File: src/rtl/seg_scan_ctrl.sv
// ============================================================================
// Module   : seg_scan_ctrl
// Brief    : Six-digit 7-segment scan controller with one shared hex decoder;
//            optional blinking enabled by defining SEG_SCAN_BLINK_EN.
// Revision : 1.0 - initial release
// ============================================================================
`timescale 1ns/1ps
`default_nettype none

module seg_scan_ctrl #(
    parameter int BLINK_DIV = 25000000
) (
    input  logic       clk,
    input  logic       clrn,
    input  logic       wr_en,
    input  logic [2:0] wr_idx,
    input  logic [3:0] wr_data,
    output logic       wr_ready,
    input  logic [5:0] dig_en,
    input  logic [5:0] blink_mask,
    output logic [6:0] hex0,
    output logic [6:0] hex1,
    output logic [6:0] hex2,
    output logic [6:0] hex3,
    output logic [6:0] hex4,
    output logic [6:0] hex5
);

    localparam logic [6:0] c_BLANK   = 7'b1111111;
    localparam logic [2:0] c_LAST    = 3'd5;

    logic [3:0] r_d [6];
    logic [6:0] r_hex [6];
    logic [2:0] r_ptr;
    logic [2:0] r_pidx;
    logic       r_pend;

    logic [2:0] w_slot;
    logic [3:0] w_digit;
    logic [6:0] w_seg;
    logic       w_blank;
    logic       w_wr_acc;

    // A pending write steals one slot so its digit refreshes immediately.
    assign w_slot   = r_pend ? r_pidx : r_ptr;
    assign w_digit  = r_d[w_slot];
    assign wr_ready = !r_pend;
    assign w_wr_acc = wr_en && !r_pend && (wr_idx <= c_LAST);

    always_comb begin
        w_seg = c_BLANK;
        case (w_digit)
            4'h0: w_seg = 7'b1000000;
            4'h1: w_seg = 7'b1111001;
            4'h2: w_seg = 7'b0100100;
            4'h3: w_seg = 7'b0110000;
            4'h4: w_seg = 7'b0011001;
            4'h5: w_seg = 7'b0010010;
            4'h6: w_seg = 7'b0000010;
            4'h7: w_seg = 7'b1111000;
            4'h8: w_seg = 7'b0000000;
            4'h9: w_seg = 7'b0010000;
            4'hA: w_seg = 7'b0001000;
            4'hB: w_seg = 7'b0000011;
            4'hC: w_seg = 7'b1000110;
            4'hD: w_seg = 7'b0100001;
            4'hE: w_seg = 7'b0000110;
            4'hF: w_seg = 7'b0001110;
            default: w_seg = c_BLANK;
        endcase
    end

`ifdef SEG_SCAN_BLINK_EN
    localparam int CNT_W = (BLINK_DIV > 1) ? $clog2(BLINK_DIV) : 1;

    logic [CNT_W-1:0] r_blink_cnt;
    logic             r_phase;

    always_ff @(posedge clk or negedge clrn) begin
        if (!clrn) begin
            r_blink_cnt <= '0;
            r_phase     <= 1'b0;
        end else if (r_blink_cnt == CNT_W'(BLINK_DIV - 1)) begin
            r_blink_cnt <= '0;
            r_phase     <= !r_phase;
        end else begin
            r_blink_cnt <= r_blink_cnt + 1'b1;
        end
    end

    assign w_blank = !dig_en[w_slot] || (blink_mask[w_slot] && r_phase);
`else
    logic w_unused_cfg;

    assign w_unused_cfg = (^blink_mask) ^ (BLINK_DIV > 0);
    assign w_blank      = !dig_en[w_slot];
`endif

    always_ff @(posedge clk or negedge clrn) begin
        if (!clrn) begin
            for (int i = 0; i < 6; i++) begin
                r_d[i]   <= 4'h0;
                r_hex[i] <= c_BLANK;
            end
            r_ptr  <= 3'd0;
            r_pidx <= 3'd0;
            r_pend <= 1'b0;
        end else begin
            r_hex[w_slot] <= w_blank ? c_BLANK : w_seg;
            if (r_pend) begin
                r_pend <= 1'b0;
            end else begin
                r_ptr <= (r_ptr == c_LAST) ? 3'd0 : r_ptr + 3'd1;
                if (w_wr_acc) begin
                    r_d[wr_idx] <= wr_data;
                    r_pend      <= 1'b1;
                    r_pidx      <= wr_idx;
                end
            end
        end
    end

    assign hex0 = r_hex[0];
    assign hex1 = r_hex[1];
    assign hex2 = r_hex[2];
    assign hex3 = r_hex[3];
    assign hex4 = r_hex[4];
    assign hex5 = r_hex[5];

endmodule

`default_nettype wire
File: config.mk
export PLATFORM = sky130hd
export DESIGN_NAME = seg_scan_ctrl
export DESIGN_NICKNAME = d
export VERILOG_FILES = /design/src/rtl/seg_scan_ctrl.sv
export SDC_FILE = /design/constraint.sdc
export NUM_CORES = 1
export LEC_CHECK = 0
export ABC_AREA = 1
export CORE_ASPECT_RATIO = 1.1
export CORE_UTILIZATION = 50
export CTS_CLUSTER_DIAMETER = 100
export DETAILED_ROUTE_END_ITERATION = 6
export DONT_BUFFER_PORTS = 1
export MAX_ROUTING_LAYER = met4
export PLACE_DENSITY = 0.66
export SLEW_MARGIN = 30
export SYNTH_ARGS = -nofsm -noshare
export SYNTH_HDL_FRONTEND = slang
export SYNTH_SLANG_ARGS = --single-unit
File: constraint.sdc
create_clock -name clk -period 6.55 [get_ports clk]
set_input_delay 1.31 -clock clk [delete_from_list [all_inputs] [get_ports clk]]
set_output_delay 1.31 -clock clk [all_outputs]
set_load 0.05 [all_outputs]
# After elaboration in Yosys (flattened, before gate mapping)
# Memories as Yosys holds them, arrays and structs flattened.
# Index checks and enable logic that the tools add are counted.
[classes] addsub=1 order_cmp=6 eq_ne=1 n_mux=16 n_bitwise=3 reduce_logical=6
[ops] op="$bwmux 42" count=1
[ops] op="$bwmux 24" count=1
[ops] op="$demux 7 s3" count=1
[ops] op="$mux 7" count=2
[ops] op="$bmux 4 s3" count=1
[ops] op="$demux 4 s3" count=1
[ops] op="$mux 4" count=3
[ops] op="$ge 4x4->1 const B" count=2
[ops] op="$lt 4x1->1 const B" count=2
[ops] op="$not 3->4" count=2
[ops] op="$mux 3" count=2
[ops] op="$logic_and 1x1->1" count=4
[ops] op="$lt 3x4->1 const B" count=1
[ops] op="$add 3x1->3 const B" count=1
[ops] op="$bmux 1 s3" count=1
[ops] op="$eq 3x3->1 const B" count=1
[ops] op="$le 3x3->1 const B" count=1
[ops] op="$mux 1" count=3
[ops] op="$reduce_and 2->1" count=1
[ops] op="$logic_not 1->1" count=1
[ops] op="$not 1->1" count=1
[totals] regBits=73 rom_bits=112 inputBits=22 n_memories=1
[memory_table] memory="(name not given)" words=16 width=7 read_ports=1 rd_ports_with_merged_regs=0 wr=0 line_no="52" text="case (w_digit)"

# Logic depth before layout (Yosys ltp)
# An unclocked memory read counts as a cell.
[depth] ltp_word=8 mapped_depth=19 ltp_nobuf=18

# Worst setup path before layout
# No wires, ideal clock.
[synth_timing] path_type="register to register" startpoint="register r_pend" endpoint="register r_hex (netlist bit hex4[3])" setup_ps=76 t_arrival_ps=2291 setup_slack_ps=4183 stages_incl_launch_ff=17 n_path_buf=2 synth_period_minus_slack_ps=2367 cell_sequence="dfrtp_1 -> inv_2 -> nand2_4 -> nand2_2 -> buf_6 -> buf_6 -> nand2_1 -> a21oi_1 -> nand2_1 -> nand2_1 -> inv_1 -> ha_1 -> nand4_1 -> nand3_1 -> nand3_2 -> nand2_1 -> nand2_1"
[synth_between] elab_chain_cells=8 elab_cells_between_ends=15
[synth_rtl] item="start, declared" line_no="36" text="logic r_pend;"
[synth_rtl] item="start signal, assigned" line_no="107" text="r_pend <= 1'b0;"
[synth_rtl] item="start signal, assigned" line_no="111" text="r_pend <= 1'b0;"
[synth_rtl] item="start signal, assigned" line_no="116" text="r_pend <= 1'b1;"
[synth_rtl] item="$mux 3 (*)" line_no="45" text="assign w_slot = r_pend ? r_pidx : r_ptr;"
[synth_rtl] item="$not 3->4" line_no="46, 109"
[synth_rtl] item="$bmux 4 s3" line_no="46" text="assign w_digit = r_d[w_slot];"
[synth_rtl] item="$mux 4 (implied by the code) (2 in a row)" line_no="46"
[synth_rtl] item="$mem_v2 16x7"
[synth_rtl] item="$mux 7" line_no="109" text="r_hex[w_slot] <= w_blank ? c_BLANK : w_seg;"
[synth_rtl] item="$bwmux 42 (*)" line_no="109"
[synth_rtl] item="end signal, assigned by index" line_no="103" text="r_hex[i] <= c_BLANK;"
[synth_rtl] item="end signal, assigned by index" line_no="109"
[synth_rtl] item="end, declared" line_no="33" text="logic [6:0] r_hex [6];"
# Every way passes the cells marked *; elsewhere a longest branch is shown, timed or not. The select of a mux whose other input is x is not followed.
# A chain may end at the register's enable or synchronous reset.

# Worst setup path in the final report
[layout_timing] startpoint="register r_pend" endpoint="register r_hex (netlist bit hex5[3])"
# The elaborated chain is that of the path after synthesis.

==> results.cfg <==
[run_status]
status = finished clean

[clock_tree]
tritoncts = built
cts_setup_buffers = 0
numCtsBuffers = 9
root_buffer = clkbuf_8
clk-insertion-delay-late_ns = 0.35
clk_pin_slew_worst_paths_ns = 0.07
clkSinkCount = 73
cts_resized = 0
cts-hold-fix-buffers = 0
clock_path_buffers = 2
htree_levels = 3

[timing]
setup_viol = 0
fmax_mhz = 334
rsz0062_at_grt = no
worst_pin_slew_ns = 0.479
timing.final.crit_share_pct = 45.6
hold_ws_ns = 0.483
slew-limit-headroom_pct = 67.9
min_period_ns = 2.99
tns_ns = 0
hold_violations = 0
drv_slew = 0
clock-skew-final_ns = 0.00973

[global_routing]
grt_pass1_wl_mm = 12.7
track_usage_pct = 23.3
grt_start_max_net_pins = 74
grt_overflow = 0
antenna_found_initial = 0
grt_pass1_vias = 2582

[min_path]
hold_path_class = flop to flop
hold_path_startpoint = r_pidx[0]
hold_depth = 2
min_to = r_pidx[0]

[setup_path]
regToRegStartpoint = r_pend
rr_endpoint = hex5[3]
cp_top_family = simple AND/OR/NAND/NOR gates
endpoint_kind = flop
worst-setup-path-type = flop to flop
cp_max_fo = 21
crit_slowest_cell = dfrtp_1
cpMostUsedCell = nand2_1
rr_worst_depth = 14
cp_slowest_stage_delay_ns = 0.45
reg2reg_slack_ns = 3.56
start_kind = flop
crit_buf_inv = 2
worstPathCellList = nand2_1 -> nand2_2 -> inv_1 -> nand2_1 -> a21oi_1 -> nand2_1 -> nand2_1 -> inv_1 -> ha_1 -> nand4_1 -> nand3_1 -> nand3_2 -> nand2_1 -> nand2_1
required_ns = 6.83
critPathArrivalTime_ns = 3.27

[final_layout]
areaGrowthSynthToFinish_pct = 7.45
n_antenna_cell = 0
nets = 481
drive_above_1_share_pct = 17.7

[yosys]
synth_top_area_cell = dfstp_2
synthesis.area_per_instance_um2 = 7.98
syn_inst = 448
ys_warn_count = 0
yosysSeqAreaShare_pct = 52.5
synth_seq_cells = 73
synth_top_area_share_pct = 30.8
netlist_area_mm2 = 0.00358
synth_nets = 476
yosys-top-cells-area = dfstp_2, nand2_1, dfrtp_1, o21ai_0, inv_1
synth_cell_types = 25

[placement]
post-dp-hpwl_mm = 5.34
port_buffers = 0
place_congestion = 0.872

[floorplan]
pin_count = 65
start_util_pct = 53.0
rows = 31
die_h_um = 90.7
die_area_mm2 = 0.00750
die_x_um = 82.6
core_mm2 = 0.00675

[drt]
drt-initial-drc-count = 152
post-route-drc-count = 0
avgViaCountPerCell = 5.15
ant_nets = 0
num_vias = 2783
drt_wl_total_mm = 7.76
wl_per_cell_um = 14.4
firstDrtPassIters = 5

[job]
max_cap_violations = 0
## how the worst max path moves through the flow
stage	endpoint	startpoint	slack [ns]	depth (start not counted)
global placement	hex2[3]	r_pend	3.54	14
CTS	hex5[3]	r_pend	3.51	14
detailed placement	hex5[3]	r_pend	3.53	14
finish	hex5[3]	r_pend	3.56	14
global route	hex1[3]	r_pend	3.18	14
floorplan	hex4[3]	r_pend	4.18	16
## placed cells by master, fill, tap and decap left out
| cell | Yosys | final |
|---|---|---|
| clkbuf_16 | 0 | 1 |
| nand2_1 | 220 | 220 |
| nand3b_1 | 5 | 5 |
| o21ai_1 | 3 | 3 |
| nand3_2 | 5 | 5 |
| clkbuf_1 | 0 | 2 |
| nand3_4 | 1 | 1 |
| inv_4 | 0 | 1 |
| dfrtp_1 | 31 | 31 |
| nor2_1 | 17 | 17 |
| bufinv_16 | 0 | 1 |
| a21oi_1 | 5 | 5 |
| o21ai_0 | 29 | 29 |
| dfstp_2 | 42 | 42 |
| clkbuf_8 | 0 | 10 |
| nand2_4 | 1 | 1 |
| xnor2_1 | 1 | 1 |
| nand4_1 | 6 | 6 |
| nand2_2 | 13 | 13 |
| clkinv_4 | 0 | 1 |
| nor2_2 | 1 | 1 |
| a21oi_2 | 1 | 1 |
| inv_1 | 36 | 36 |
| nand3_1 | 15 | 15 |
| ha_1 | 6 | 6 |
| o211ai_2 | 1 | 1 |
| o211ai_1 | 1 | 1 |
| inv_2 | 2 | 2 |
## metal layers
metal	wire length [µm]	part of all wire [%]	vias up	track usage [%]
li1	-	-	1403	-
met1	3520	45	1299	30.2
met2	3760	48	73	35.2
met3	396	5.1	8	5.86
met4	89	1.1	0	7.76
met5	0	0	-	-
## sequential cells by signal (all words and copies together) (netlist names)
name	flops
r_d	24
r_ptr	3
hex1	7
hex3	7
hex0	7
hex5	7
r_pend	1
hex4	7
r_pidx	3
hex2	7
## cell type report
| class | instances | area [µm²] |
|---|---|---|
| clock buffer | 13 | 170 |
| clock inverter | 3 | 45.0 |
| fill | 635 | 2910 |
| inverter | 38 | 143 |
| multi-input combinational | 331 | 1500 |
| sequential | 73 | 1880 |
| tap | 82 | 103 |
## logic make-up after synthesis
| logic type | synth area share (%) |
|---|---|
| AO/OA/AOI/OAI | 5.98 |
| buffers and inverters | 5.42 |
| AND/OR/NAND/NOR | 33.7 |
| XOR/XNOR | 0.245 |
| flip-flops | 52.5 |
| adder cells (fa/ha/maj) | 2.10 |
## through the flow
stage / util [%] / cells / cell area, µm² / worst slack [ns]
2_1_floorplan: - / 448 / 3580 / 4.18
3_3_place_gp: 53.8 / 524 / 3630 / 3.54
3_5_place_dp: 53.8 / 524 / 3630 / 3.53
4_1_cts: 57.0 / 540 / 3840 / 3.51
5_1_grt: 57.0 / 540 / 3840 / 3.18
6_report: 57.0 / 540 / 3840 / 3.56
## tightest hold or removal path, delay by kind of cell (launching register included)
family | cells | cell delay, ns
DFF | 1 | 0.34
and+or+nand+nor | 2 | 0.11
## cells in the mapped netlist, drive strengths merged
| cell type | n |
|---|---|
| nand2 | 234 |
| nand3 | 21 |
| dfrtp | 31 |
| buf | 6 |
| ha | 6 |
| dfstp | 42 |
| nor2 | 18 |
| inv | 38 |
| nand3b | 5 |
| o21ai | 32 |
| a21oi | 6 |
| o211ai | 2 |
| xnor2 | 1 |
| nand4 | 6 |
Power is not shown: default switching activity piles up to over one toggle a cycle in this logic, so the estimate is an artifact.
